File: src/rtl/if_fetch.sv
`default_nettype none
// ============================================================================
// Module      : if_fetch
// Description : Instruction-fetch stage; owns the PC, drives a one-outstanding
//               req/ack memory port and queues {pc,inst} pairs for decode.
// Revision    : 1.0
// ============================================================================
module if_fetch #(
    parameter logic [31:0] RESET_PC  = 32'h0000_0000,
    parameter int unsigned BUF_DEPTH = 2
) (
    input  logic        clk,
    input  logic        rst,
    input  logic        stall_i,
    input  logic        flush_i,
    input  logic [31:0] new_pc_i,
    output logic        inst_req_o,
    output logic [31:0] inst_addr_o,
    input  logic        inst_ack_i,
    input  logic [31:0] inst_rdata_i,
    output logic [31:0] id_pc_o,
    output logic [31:0] id_inst_o,
    output logic        id_valid_o
);

    localparam int unsigned PTR_W = (BUF_DEPTH > 1) ? $clog2(BUF_DEPTH) : 1;
    localparam int unsigned CNT_W = $clog2(BUF_DEPTH + 1);
    localparam logic [CNT_W-1:0] DEPTH_C = CNT_W'(BUF_DEPTH);
    localparam logic [PTR_W-1:0] LAST_C  = PTR_W'(BUF_DEPTH - 1);

    typedef enum logic [1:0] {
        S_IDLE = 2'd0,
        S_WAIT = 2'd1,
        S_DROP = 2'd2
    } state_e;

    state_e           state_q, state_d;
    logic [31:0]      pc_q, pc_d;
    logic             req_q, req_d;
    logic [31:0]      addr_q, addr_d;
    logic [CNT_W-1:0] count_q, count_d;
    logic [PTR_W-1:0] head_q, head_d;
    logic [PTR_W-1:0] tail_q, tail_d;
    logic [31:0]      buf_pc_q   [BUF_DEPTH];
    logic [31:0]      buf_inst_q [BUF_DEPTH];
    logic             push, pop, room;

    function automatic logic [PTR_W-1:0] ptr_inc(input logic [PTR_W-1:0] p);
        return (p == LAST_C) ? '0 : p + 1'b1;
    endfunction

    assign id_valid_o  = (count_q != '0);
    assign id_pc_o     = id_valid_o ? buf_pc_q[head_q]   : 32'h0;
    assign id_inst_o   = id_valid_o ? buf_inst_q[head_q] : 32'h0;
    assign inst_req_o  = req_q;
    assign inst_addr_o = addr_q;

    always_comb begin
        push    = (state_q == S_WAIT) && inst_ack_i && !flush_i;
        pop     = id_valid_o && !stall_i && !flush_i;
        head_d  = head_q;
        tail_d  = tail_q;
        count_d = count_q;
        if (flush_i) begin
            head_d  = '0;
            tail_d  = '0;
            count_d = '0;
        end else begin
            if (push) tail_d = ptr_inc(tail_q);
            if (pop)  head_d = ptr_inc(head_q);
            if (push && !pop)      count_d = count_q + 1'b1;
            else if (pop && !push) count_d = count_q - 1'b1;
        end
        // A request is only launched when the post-edge queue has a free slot.
        room = (count_d < DEPTH_C);
    end

    always_comb begin
        state_d = state_q;
        pc_d    = pc_q;
        req_d   = req_q;
        addr_d  = addr_q;
        if (flush_i) begin
            pc_d = new_pc_i;
            case (state_q)
                S_IDLE: begin
                    state_d = S_WAIT;
                    req_d   = 1'b1;
                    addr_d  = new_pc_i;
                end
                S_WAIT, S_DROP: begin
                    if (inst_ack_i) begin
                        state_d = S_WAIT;
                        addr_d  = new_pc_i;
                    end else begin
                        state_d = S_DROP;
                    end
                end
                default: begin
                    state_d = S_IDLE;
                    req_d   = 1'b0;
                end
            endcase
        end else begin
            case (state_q)
                S_IDLE: begin
                    if (room) begin
                        state_d = S_WAIT;
                        req_d   = 1'b1;
                        addr_d  = pc_q;
                    end
                end
                S_WAIT: begin
                    if (inst_ack_i) begin
                        pc_d = addr_q + 32'd4;
                        if (room) begin
                            addr_d = addr_q + 32'd4;
                        end else begin
                            state_d = S_IDLE;
                            req_d   = 1'b0;
                        end
                    end
                end
                S_DROP: begin
                    if (inst_ack_i) begin
                        state_d = S_WAIT;
                        addr_d  = pc_q;
                    end
                end
                default: begin
                    state_d = S_IDLE;
                    req_d   = 1'b0;
                end
            endcase
        end
    end

    always_ff @(posedge clk or posedge rst) begin
        if (rst) begin
            state_q <= S_IDLE;
            pc_q    <= RESET_PC;
            req_q   <= 1'b0;
            addr_q  <= RESET_PC;
            count_q <= '0;
            head_q  <= '0;
            tail_q  <= '0;
        end else begin
            state_q <= state_d;
            pc_q    <= pc_d;
            req_q   <= req_d;
            addr_q  <= addr_d;
            count_q <= count_d;
            head_q  <= head_d;
            tail_q  <= tail_d;
        end
    end

    // Payload storage needs no reset: outputs are masked by count when empty.
    always_ff @(posedge clk) begin
        if (push) begin
            buf_pc_q[tail_q]   <= addr_q;
            buf_inst_q[tail_q] <= inst_rdata_i;
        end
    end

endmodule
`default_nettype wire

File: config.mk
export PLATFORM = sky130hd
export DESIGN_NAME = if_fetch
export DESIGN_NICKNAME = d
export VERILOG_FILES = /design/src/rtl/if_fetch.sv
export SDC_FILE = /design/constraint.sdc
export NUM_CORES = 1
export LEC_CHECK = 0
export CORE_MARGIN = 2
export CORE_UTILIZATION = 45
export DETAILED_ROUTE_END_ITERATION = 12
export GPL_ROUTABILITY_DRIVEN = 0
export HOLD_SLACK_MARGIN = 0.12
export PLACE_DENSITY = 0.76
export SETUP_SLACK_MARGIN = 0.05
export SYNTH_ARGS = -nofsm -noshare
export SYNTH_HDL_FRONTEND = slang
export SYNTH_SLANG_ARGS = --single-unit
File: constraint.sdc
create_clock -name clk -period 4.52 [get_ports clk]
set_input_delay 1.356 -clock clk [delete_from_list [all_inputs] [get_ports clk]]
set_output_delay 1.356 -clock clk [all_outputs]
set_load 0.005 [all_outputs]
==> results of run 1 <==
## layer usage
metal,wire [µm],part of all wire [%],vias to the layer above
met5,0,0,-
met4,210,0.93,0
met3,1090,4.8,15
met2,11000,49,210
met1,10200,45,3340
li1,-,-,3218
## power breakdown
group	internal (µW)	switching, µW
registers	2400	507
logic	1550	1490
clock network	916	666
## metrics by stage
| stage | TNS [ps] | power [µW] | hold slack (ps) | utilization [%] | instances |
|---|---|---|---|---|---|
| global placement | 0 | 5900 | 496 | 56.4 | 1203 |
| CTS | 0 | 7570 | 527 | 59.5 | 1235 |
| global route | 0 | 7960 | 552 | 59.5 | 1235 |
| floorplan | -110420 | 4540 | 481 | - | 786 |
| finish | 0 | 7530 | 525 | 59.5 | 1235 |
| detailed placement | 0 | 5980 | 512 | 56.4 | 1203 |
## registers in the layout, indices dropped and copies added, names as in the netlist
register / count
head_q: 1
inst_addr_o: 32
tail_q: 1
inst_req_o: 1
state_q: 2
buf_pc_q: 64
pc_q: 32
buf_inst_q: 64
count_q: 2
## cell type report
class | count | share of cell area (%)
sequential | 199 | 46.6
clock buffer | 26 | 4.59
inverter | 18 | 0.559
multi-input combinational | 518 | 28.5
clock inverter | 6 | 0.601
timing repair buffer | 198 | 16.4
tap | 270 | 2.80
## placed cells by master, fill, tap and decap left out, drive strengths merged, types with 4 or more instances in the layout
master / count
clkdlybuf4s50: 165
edfxtp: 128
nor2: 116
mux2i: 73
dfrtp: 71
o21ai: 52
a21oi: 43
nand2: 37
buf: 33
clkbuf: 26
and3: 25
inv: 21
xnor2: 19
nand3: 17
xor2: 12
a22oi: 11
o22ai: 10
nand4: 9
o2bb2ai: 8
a31oi: 7
o31a: 7
nor3: 7
a22o: 6
a222oi: 6
ha: 6
a211o: 4
nor3b: 4
## cells by family after synthesis
| group | Yosys count | synth area share (%) |
|---|---|---|
| DFF | 199 | 60.2 |
| AOI/OAI and AO/OA | 176 | 12.4 |
| xor gates and xnor gates | 31 | 2.91 |
| adders and majority gates | 6 | 0.804 |
| and+or+nand+nor | 229 | 12.3 |
| buffers and inverters | 69 | 3.14 |
| muxes | 76 | 8.19 |
## path summary, 6_finish.rpt
| check | slack, ps | startpoint | end | depth (start not counted) |
|---|---|---|---|---|
| max | 720 | count_q[1]$_DFF_PP0_ | id_pc_o[13] | 5 |
| min | 530 | inst_addr_o[0]$_DFFE_PP0P_ | buf_pc_q[0][0]$_DFFE_PP_ | 0 |
| max reg2reg | 1280 | count_q[1]$_DFF_PP0_ | inst_addr_o[10]$_DFFE_PP0P_ | 9 |
| min reg2reg | 530 | inst_addr_o[0]$_DFFE_PP0P_ | buf_pc_q[0][0]$_DFFE_PP_ | 0 |
| max in group asynchronous | 2340 | rst | pc_q[19]$_DFFE_PP0P_ | 3 |
| min in group asynchronous | 1400 | rst | pc_q[30]$_DFFE_PP0P_ | 2 |
## worst register-to-register path, delay by kind of cell (launching register included)
| kind | cells | cell delay [ps] |
|---|---|---|
| AOI/OAI and AO/OA | 2 | 830 |
| DFF | 1 | 420 |
| adders and majority gates | 1 | 650 |
| buffers and inverters | 3 | 660 |
| and+or+nand+nor | 3 | 590 |
==> metrics, run 1 <==
Final Hold Fails 0; Vias/cell 5.49; Multi-input gate area ~0.0034 mm²; Seq/Total Area, Yosys 60.2%; initial antenna violation count 0; Max Fclk between 200 and 300 MHz; Die Ht 148 µm; top-count cell post-synth edfxtp_1; GR Util met2 33.5%; Fill cells about 1700; Worst-Margin Slew between 900 and 1000 ps; root buffer cell clkbuf_16; proportion of layout cells with a drive suffix above 1 9.12%; clock sink count 199; Mapped Cells 786; Post-CTS Hold Buffers 0; Crit Path Max Fanout 35; CTS tree done; # H-tree levels 4; top cell type by total area after synthesis edfxtp_1; FFs w/ async S/R, synth between 30% and 40%; area growth from synthesis to layout 29.4%; Place WS 736 ps; vias in the first global route 6584; IO Port Bufs 166; minimum clock period between 3000 and 4000 ps; Via Count 6783; VDD IR max around 0.30 mV; Slew Limit Fails 0; Worst path slowest cell ha_2; Crit path buffers/inverters 3; CTS clock-pin slew for the worst setup and hold paths 80 ps; register area 0.00562 mm²; TritonCTS buffer count 17; Final setup viols 0; met3 track demand over resource 3.43%; Post-DRT Antenna Nets 0; largest net degree at the start of global routing 45; critical path endpoint category output pin; Mean Syn Cell Area 11.9 µm²; Std-Cell Rows between 50 and 60; Yosys top cell area share between 40% and 50%; CP Class flip-flop to output pin; DRC viols 0; # IOs 167; RSZ-0062 raised after global routing false; final wirelength 22.5 mm; LEAKAGE 0.00441 µW; Syn Nets 861; Cell Area, Placed 0.0114 mm²; Initial Utilization 46.0%; max-cap check violation count 0; GRT busiest layer met2; run status finished, final reports clean; worst-path cell chain inv_1 -> ha_2 -> buf_12 -> nor2_1 -> clkdlybuf4s50_1; gr usage total 20.8%; Synth top cells by count edfxtp_1 (128), nor2_1 (115), mux2i_1 (73); Std-Cell Core Area 0.0203 mm²; Slowest Stage Delay on Critical Path 650 ps; M1 GR Usage between 20 and 30%; clock latency on the worst-skew pair about 430 ps; die area between 0.02 and 0.025 mm²; violation count after the first detailed-route iteration about 430; first-pass GRT wire length 35.7 mm; fin area 0.0121 mm²; startpoint types flip-flop; Post-synth EDFFs about 130; CP required 3160 ps; post_cts resized 0; Mapped Area 0.00933 mm²; final setup skew between 10 and 15 ps; Arr. time, crit path 2440 ps; Final WS setup 724 ps; max_slew headroom a little over a third; min-delay worst type flip-flop to flip-flop; register bit total from synthesis 199; period utilisation layout 84.0%; ys flop type edfxtp_1; Pre-antenna DRT Iters 6; Yosys Warn Count 0; P per Cell Area ~620 mW/mm²; setup repair bufs after CTS 0; clock tree buffer depth 2; Die X-Extent 148 µm; antenna cells 0; hpwl dp ~15 mm; top cells by area, synth edfxtp_1 (41%), dfrtp_1 (19%), mux2i_1 (7.8%); gr ovfl total 0; CP top delay family buffers and inverters; Routed WL per cell ~18 µm; post-synth cell types 63; Nets 1027
Note: power is estimated with default switching activity, not from simulation.
==> run 2: changes to the inputs <==
==> constraint.sdc (replaced) <==
create_clock -name clk -period 3.1 [get_ports clk]
set_input_delay 0.93 -clock clk [delete_from_list [all_inputs] [get_ports clk]]
set_output_delay 0.93 -clock clk [all_outputs]
set_load 0.005 [all_outputs]
==> run 2 against run 1 <==
Net effect:
- total power rose by 49%
- critical path type unchanged
- highest routed layer unchanged
- utilization up 0.78 points
- combinational power rose by 58%
- register-to-register slack worse by 750 ps
- critical endpoint is now id_pc_o[10]
==> metrics, run 2 (same netlist as run 1, synthesis figures left out) <==
run status finished, final reports clean; Pre-antenna DRT Iters 5; max-cap check violation count 0; VDD IR max 0.457 mV; vias in the first global route 6550; most common cell after layout, fill and taps aside clkdlybuf4s50_1; period utilisation layout 96.1%; minimum clock period 2980 ps; antenna cells 0; clock sink count about 200; Std-Cell Rows 52; clock latency on the worst-skew pair 440 ps; first-pass GRT wire length 35.3 mm; P per Cell Area 918 mW/mm²; root buffer cell clkbuf_16; Initial Utilization 46.0%; startpoint types flip-flop; Final WS setup 122 ps; Final setup viols 0; Nets 1036; Vias/cell approximately 5.5; Final Hold Fails 0; CTS clock-pin slew for the worst setup and hold paths 70 ps; CTS tree done; Worst Hold Depth 0; final wirelength 22.9 mm; most frequent cells in the layout clkdlybuf4s50_1 (165), edfxtp_1 (128), nor2_1 (113); Routed WL per cell ~18 µm; Std-Cell Core Area 0.0203 mm²; # H-tree levels 4; setup_tns 0 ps; Die Ht 148 µm; min-delay worst type flip-flop to flip-flop; critical path endpoint category output pin; Crit Path Max Fanout 24; Fill cells 1642; IO Port Bufs 166; DRC viols 0; Post-CTS Hold Buffers 0; initial antenna violation count 0; clock tree buffer depth 2; Post-DRT Antenna Nets 0; Arr. time, crit path 2050 ps; die area around 0.022 mm²; # IOs 167; gr usage total 20.7%; gr ovfl total 0; TritonCTS buffer count 17; CP required between 2000 and 2500 ps; total chip power 11200 µW; area growth from synthesis to layout 31.1%; proportion of layout cells with a drive suffix above 1 10.5%; Place WS 105 ps; final setup skew about 14 ps; Via Count 6878; max_slew headroom just under 60%; Max Fclk 336 MHz; largest net degree at the start of global routing 49; Slew Limit Fails 0; CP Class flip-flop to output pin; top flop regs buf_inst_q: 64 flops, buf_pc_q: 64 flops; hpwl dp 15.0 mm; RSZ-0062 raised after global routing false; Die X-Extent 148 µm; LEAKAGE 0.00448 µW; R2R depth 8; violation count after the first detailed-route iteration 566; Worst-Margin Slew 615 ps
## run 2: worst max-delay path: stages, from the launching register on
cell and delay, ps:
dfrtp_1 390, inv_1 100, ha_4 240, clkbuf_16 210, nor2_1 130, clkdlybuf4s50_1 530
## run 2: power by group
group	switching, µW	leakage (µW)	internal (µW)	total [µW]
Clock	1050	0.000286	1230	2270
Combinational	2340	0.00215	2470	4800
Sequential	659	0.00204	3500	4160
Total	4050	0.00448	7190	11200
## run 2: routing by layer
metal  GRT usage, %  share of wire [%]  up-vias
met5              0                  0        -
met1           27.5                 43     3373
met2           33.7                 49      228
met4           7.62                2.0        0
li1               -                  -     3249
met3           4.32                5.6       28
## run 2: final cells by class
| cell class | instances | area, µm² | area share (%) |
|---|---|---|---|
| Inverter | 18 | 67.6 | 0.552 |
| Clock inverter | 15 | 181 | 1.48 |
| Multi-Input combinational cell | 518 | 3450 | 28.2 |
| Tap cell | 270 | 338 | 2.76 |
| Timing Repair Buffer | 207 | 2150 | 17.6 |
| Clock buffer | 17 | 425 | 3.48 |
| Sequential cell | 199 | 5620 | 46.0 |
## run 2: through the flow
step	instance area, µm²	hold slack, ps	utilization, %	instances
after floorplan	9360	481	-	786
after detailed placement	11500	496	56.9	1207
after global placement	11500	509	56.9	1207
after global routing	12200	560	60.3	1244
after CTS	12200	516	60.1	1242
final	12200	521	60.3	1244
## run 2: path summary, 6_finish.rpt
kind / startpoint / endpoint / slack, ps
min in group asynchronous: rst / pc_q[30]$_DFFE_PP0P_ / 860
setup reg to reg: state_q[1]$_DFFE_PP0P_ / inst_addr_o[18]$_DFFE_PP0P_ / 530
setup / recovery: count_q[1]$_DFF_PP0_ / id_pc_o[10] / 120
max in group asynchronous: rst / head_q$_DFFE_PP0P_ / 1630
hold reg to reg: inst_addr_o[1]$_DFFE_PP0P_ / buf_pc_q[0][1]$_DFFE_PP_ / 520
hold / removal: inst_addr_o[1]$_DFFE_PP0P_ / buf_pc_q[0][1]$_DFFE_PP_ / 520
## run 2: timing repair
action,in CTS,in global routing
cloned,0,1
setup endpoints to repair,64,23
pin swaps,0,0
setup buffers,3,1
gates resized for setup,1,2
==> run 3: changes to the inputs <==
--- a/config.mk
+++ b/config.mk
@@ -5,12 +5,13 @@
 export SDC_FILE = /design/constraint.sdc
 export NUM_CORES = 1
 export LEC_CHECK = 0
+export ABC_CLOCK_PERIOD_IN_PS = 3400
 export CORE_MARGIN = 2
 export CORE_UTILIZATION = 45
 export DETAILED_ROUTE_END_ITERATION = 12
 export GPL_ROUTABILITY_DRIVEN = 0
 export HOLD_SLACK_MARGIN = 0.12
-export PLACE_DENSITY = 0.76
+export PLACE_DENSITY = 0.73
 export SETUP_SLACK_MARGIN = 0.05
 export SYNTH_ARGS = -nofsm -noshare
 export SYNTH_HDL_FRONTEND = slang
==> constraint.sdc (replaced) <==
create_clock -name clk -period 3.4 [get_ports clk]
set_input_delay 1.02 -clock clk [delete_from_list [all_inputs] [get_ports clk]]
set_output_delay 1.02 -clock clk [all_outputs]
set_load 0.005 [all_outputs]
==> run 3 against run 2 <==
Net effect:
- cell count down 0.96%
- register-to-register slack better by 310 ps
- worst hold slack worse by 12 ps
- total power shrank 12%
- global-route usage decreased by 0.28 points
- sequential power is 8.9% lower
- critical endpoint is now id_pc_o[20]
- largest cell class unchanged
- largest power group unchanged
==> metrics, run 3 (same netlist as run 1, synthesis figures left out) <==
Final setup viols 0; post_cts resized 0; Arr. time, crit path 2120 ps; final wirelength about 22 mm; die area 0.0219 mm²; R2R Setup Slk 840 ps; startpoint types flip-flop; violation count after the first detailed-route iteration 470; proportion of layout cells with a drive suffix above 1 a little under a tenth; root buffer cell clkbuf_16; final setup skew 8.79 ps; period utilisation layout between 90% and 100%; worst-path cell chain buf_4 -> mux2i_1 -> nor2_1 -> clkdlybuf4s50_1; most common cell after layout, fill and taps aside clkdlybuf4s50_1; hpwl dp 14.7 mm; clock tree buffer depth 2; IO Port Bufs 166; Slew Limit Fails 0; DRC viols 0; # IOs 167; Final Hold Fails 0; register area 0.00562 mm²; Via Count 6770; P per Cell Area 827 mW/mm²; Die X-Extent 148 µm; Std-Cell Rows 52; fin cells ~1200; largest net degree at the start of global routing 83; most frequent cells in the layout clkdlybuf4s50_1 (165), edfxtp_1 (128), nor2_1 (113); TritonCTS buffer count 17; # H-tree levels 4; CTS tree done; Pre-antenna DRT Iters 5; max_slew headroom 59.4%; Worst-Margin Slew roughly 600 ps; antenna cells 0; vias in the first global route 6627; Slowest Stage Delay on Critical Path roughly 480 ps; Post-DRT Antenna Nets 0; max-cap check violation count 0; final core area utilization 59.1%; Std-Cell Core Area 0.0203 mm²; Setup crit start head_q$_DFFE_PP0P_; clock latency on the worst-skew pair 430 ps; Crit Path Max Fanout 27; gr ovfl total 0; Crit path buffers/inverters 2; RSZ-0062 raised after global routing false; Vias/cell 5.50; first-pass GRT wire length 35.3 mm; LEAKAGE 0.00438 µW; Routed WL per cell 18.1 µm; CP Class flip-flop to output pin; Nets 1024; Cells after DPL 1200; Max Fclk roughly 320 MHz; run status finished, final reports clean; Fill cells 1691; CP top delay family buffers and inverters; setup repair bufs after CTS 0; area growth from synthesis to layout 28.7%; Multi-input gate area 0.00344 mm²; Die Ht 148 µm; Post-CTS Hold Buffers 0; gr usage total 20.4%; reg2reg start state_q[1]$_DFFE_PP0P_; R2R depth 8; Worst path slowest cell clkdlybuf4s50_1; CTS clock-pin slew for the worst setup and hold paths about 70 ps; CP required 2380 ps; minimum clock period 3140 ps; critical path endpoint category output pin; Reg-to-Reg End inst_addr_o[18]$_DFFE_PP0P_; Initial Utilization 46.0%; VDD IR max a little over 0.5 mV; Worst Setup EP id_pc_o[20]; top flop regs buf_inst_q: 64 flops, buf_pc_q: 64 flops; clock sink count 199; initial antenna violation count 0; min-delay worst type flip-flop to flip-flop; instance count on the critical path 4
run 3: cell types whose count changed in the layout (fill, tap and decap cells not counted):
cell,before,now
buf_12,11,5
ha_4,1,0
clkinvlp_4,4,2
buf_4,26,24
nand2_1,35,36
buf_16,1,0
clkinv_8,0,2
ha_2,0,1
buf_8,1,0
bufinv_16,2,1
nand2_2,2,1
clkinv_4,1,2
clkbuf_16,18,17
buf_6,1,0
run 3: final cells by class:
class,instances,share of cell area [%]
timing repair buffer,195,16.1
inverter,18,0.563
clock buffer,17,3.54
clock inverter,15,1.48
tap,270,2.81
multi-input combinational,518,28.6
sequential,199,46.8
run 3: metal layers:
| metal | track usage, % | wire length (µm) |
|---|---|---|
| met1 | 27.8 | 9820 |
| met2 | 33.9 | 10900 |
| met3 | 3.89 | 1280 |
| met4 | 5.00 | 252 |
| met5 | 0 | 0 |
run 3: worst min-delay path by stage:
stage,endpoint,cells past startpoint,startpoint,slack (ps)
floorplan,buf_pc_q[0][15]$_DFFE_PP_,0,inst_addr_o[15]$_DFFE_PP0P_,480
global placement,buf_pc_q[1][1]$_DFFE_PP_,0,inst_addr_o[1]$_DFFE_PP0P_,490
detailed placement,buf_pc_q[1][1]$_DFFE_PP_,0,inst_addr_o[1]$_DFFE_PP0P_,500
CTS,buf_pc_q[1][0]$_DFFE_PP_,0,inst_addr_o[0]$_DFFE_PP0P_,520
global route,buf_pc_q[1][0]$_DFFE_PP_,0,inst_addr_o[0]$_DFFE_PP0P_,530
finish,buf_pc_q[0][0]$_DFFE_PP_,0,inst_addr_o[0]$_DFFE_PP0P_,510
run 3: where the power goes:
group | total, µW | internal, µW | switching [µW] | leakage [µW]
logic | 4100 | 2050 | 2060 | 0.00205
registers | 3790 | 3190 | 597 | 0.00204
clock network | 2040 | 1060 | 979 | 0.000290
total | 9930 | 6300 | 3630 | 0.00438
run 3: through the flow:
| stage | area [µm²] | power, µW | TNS (ps) | hold WS (ps) | setup WS [ps] |
|---|---|---|---|---|---|
| 6_report | 12000 | 9930 | 0 | 509 | 263 |
| 5_1_grt | 12000 | 10500 | 0 | 530 | 145 |
| 4_1_cts | 12000 | 10000 | 0 | 517 | 231 |
| 3_5_place_dp | 11400 | 7950 | 0 | 496 | 315 |
| 3_3_place_gp | 11400 | 7830 | 0 | 489 | 392 |
| 2_1_floorplan | 9340 | 6030 | -74970 | 481 | -586 |
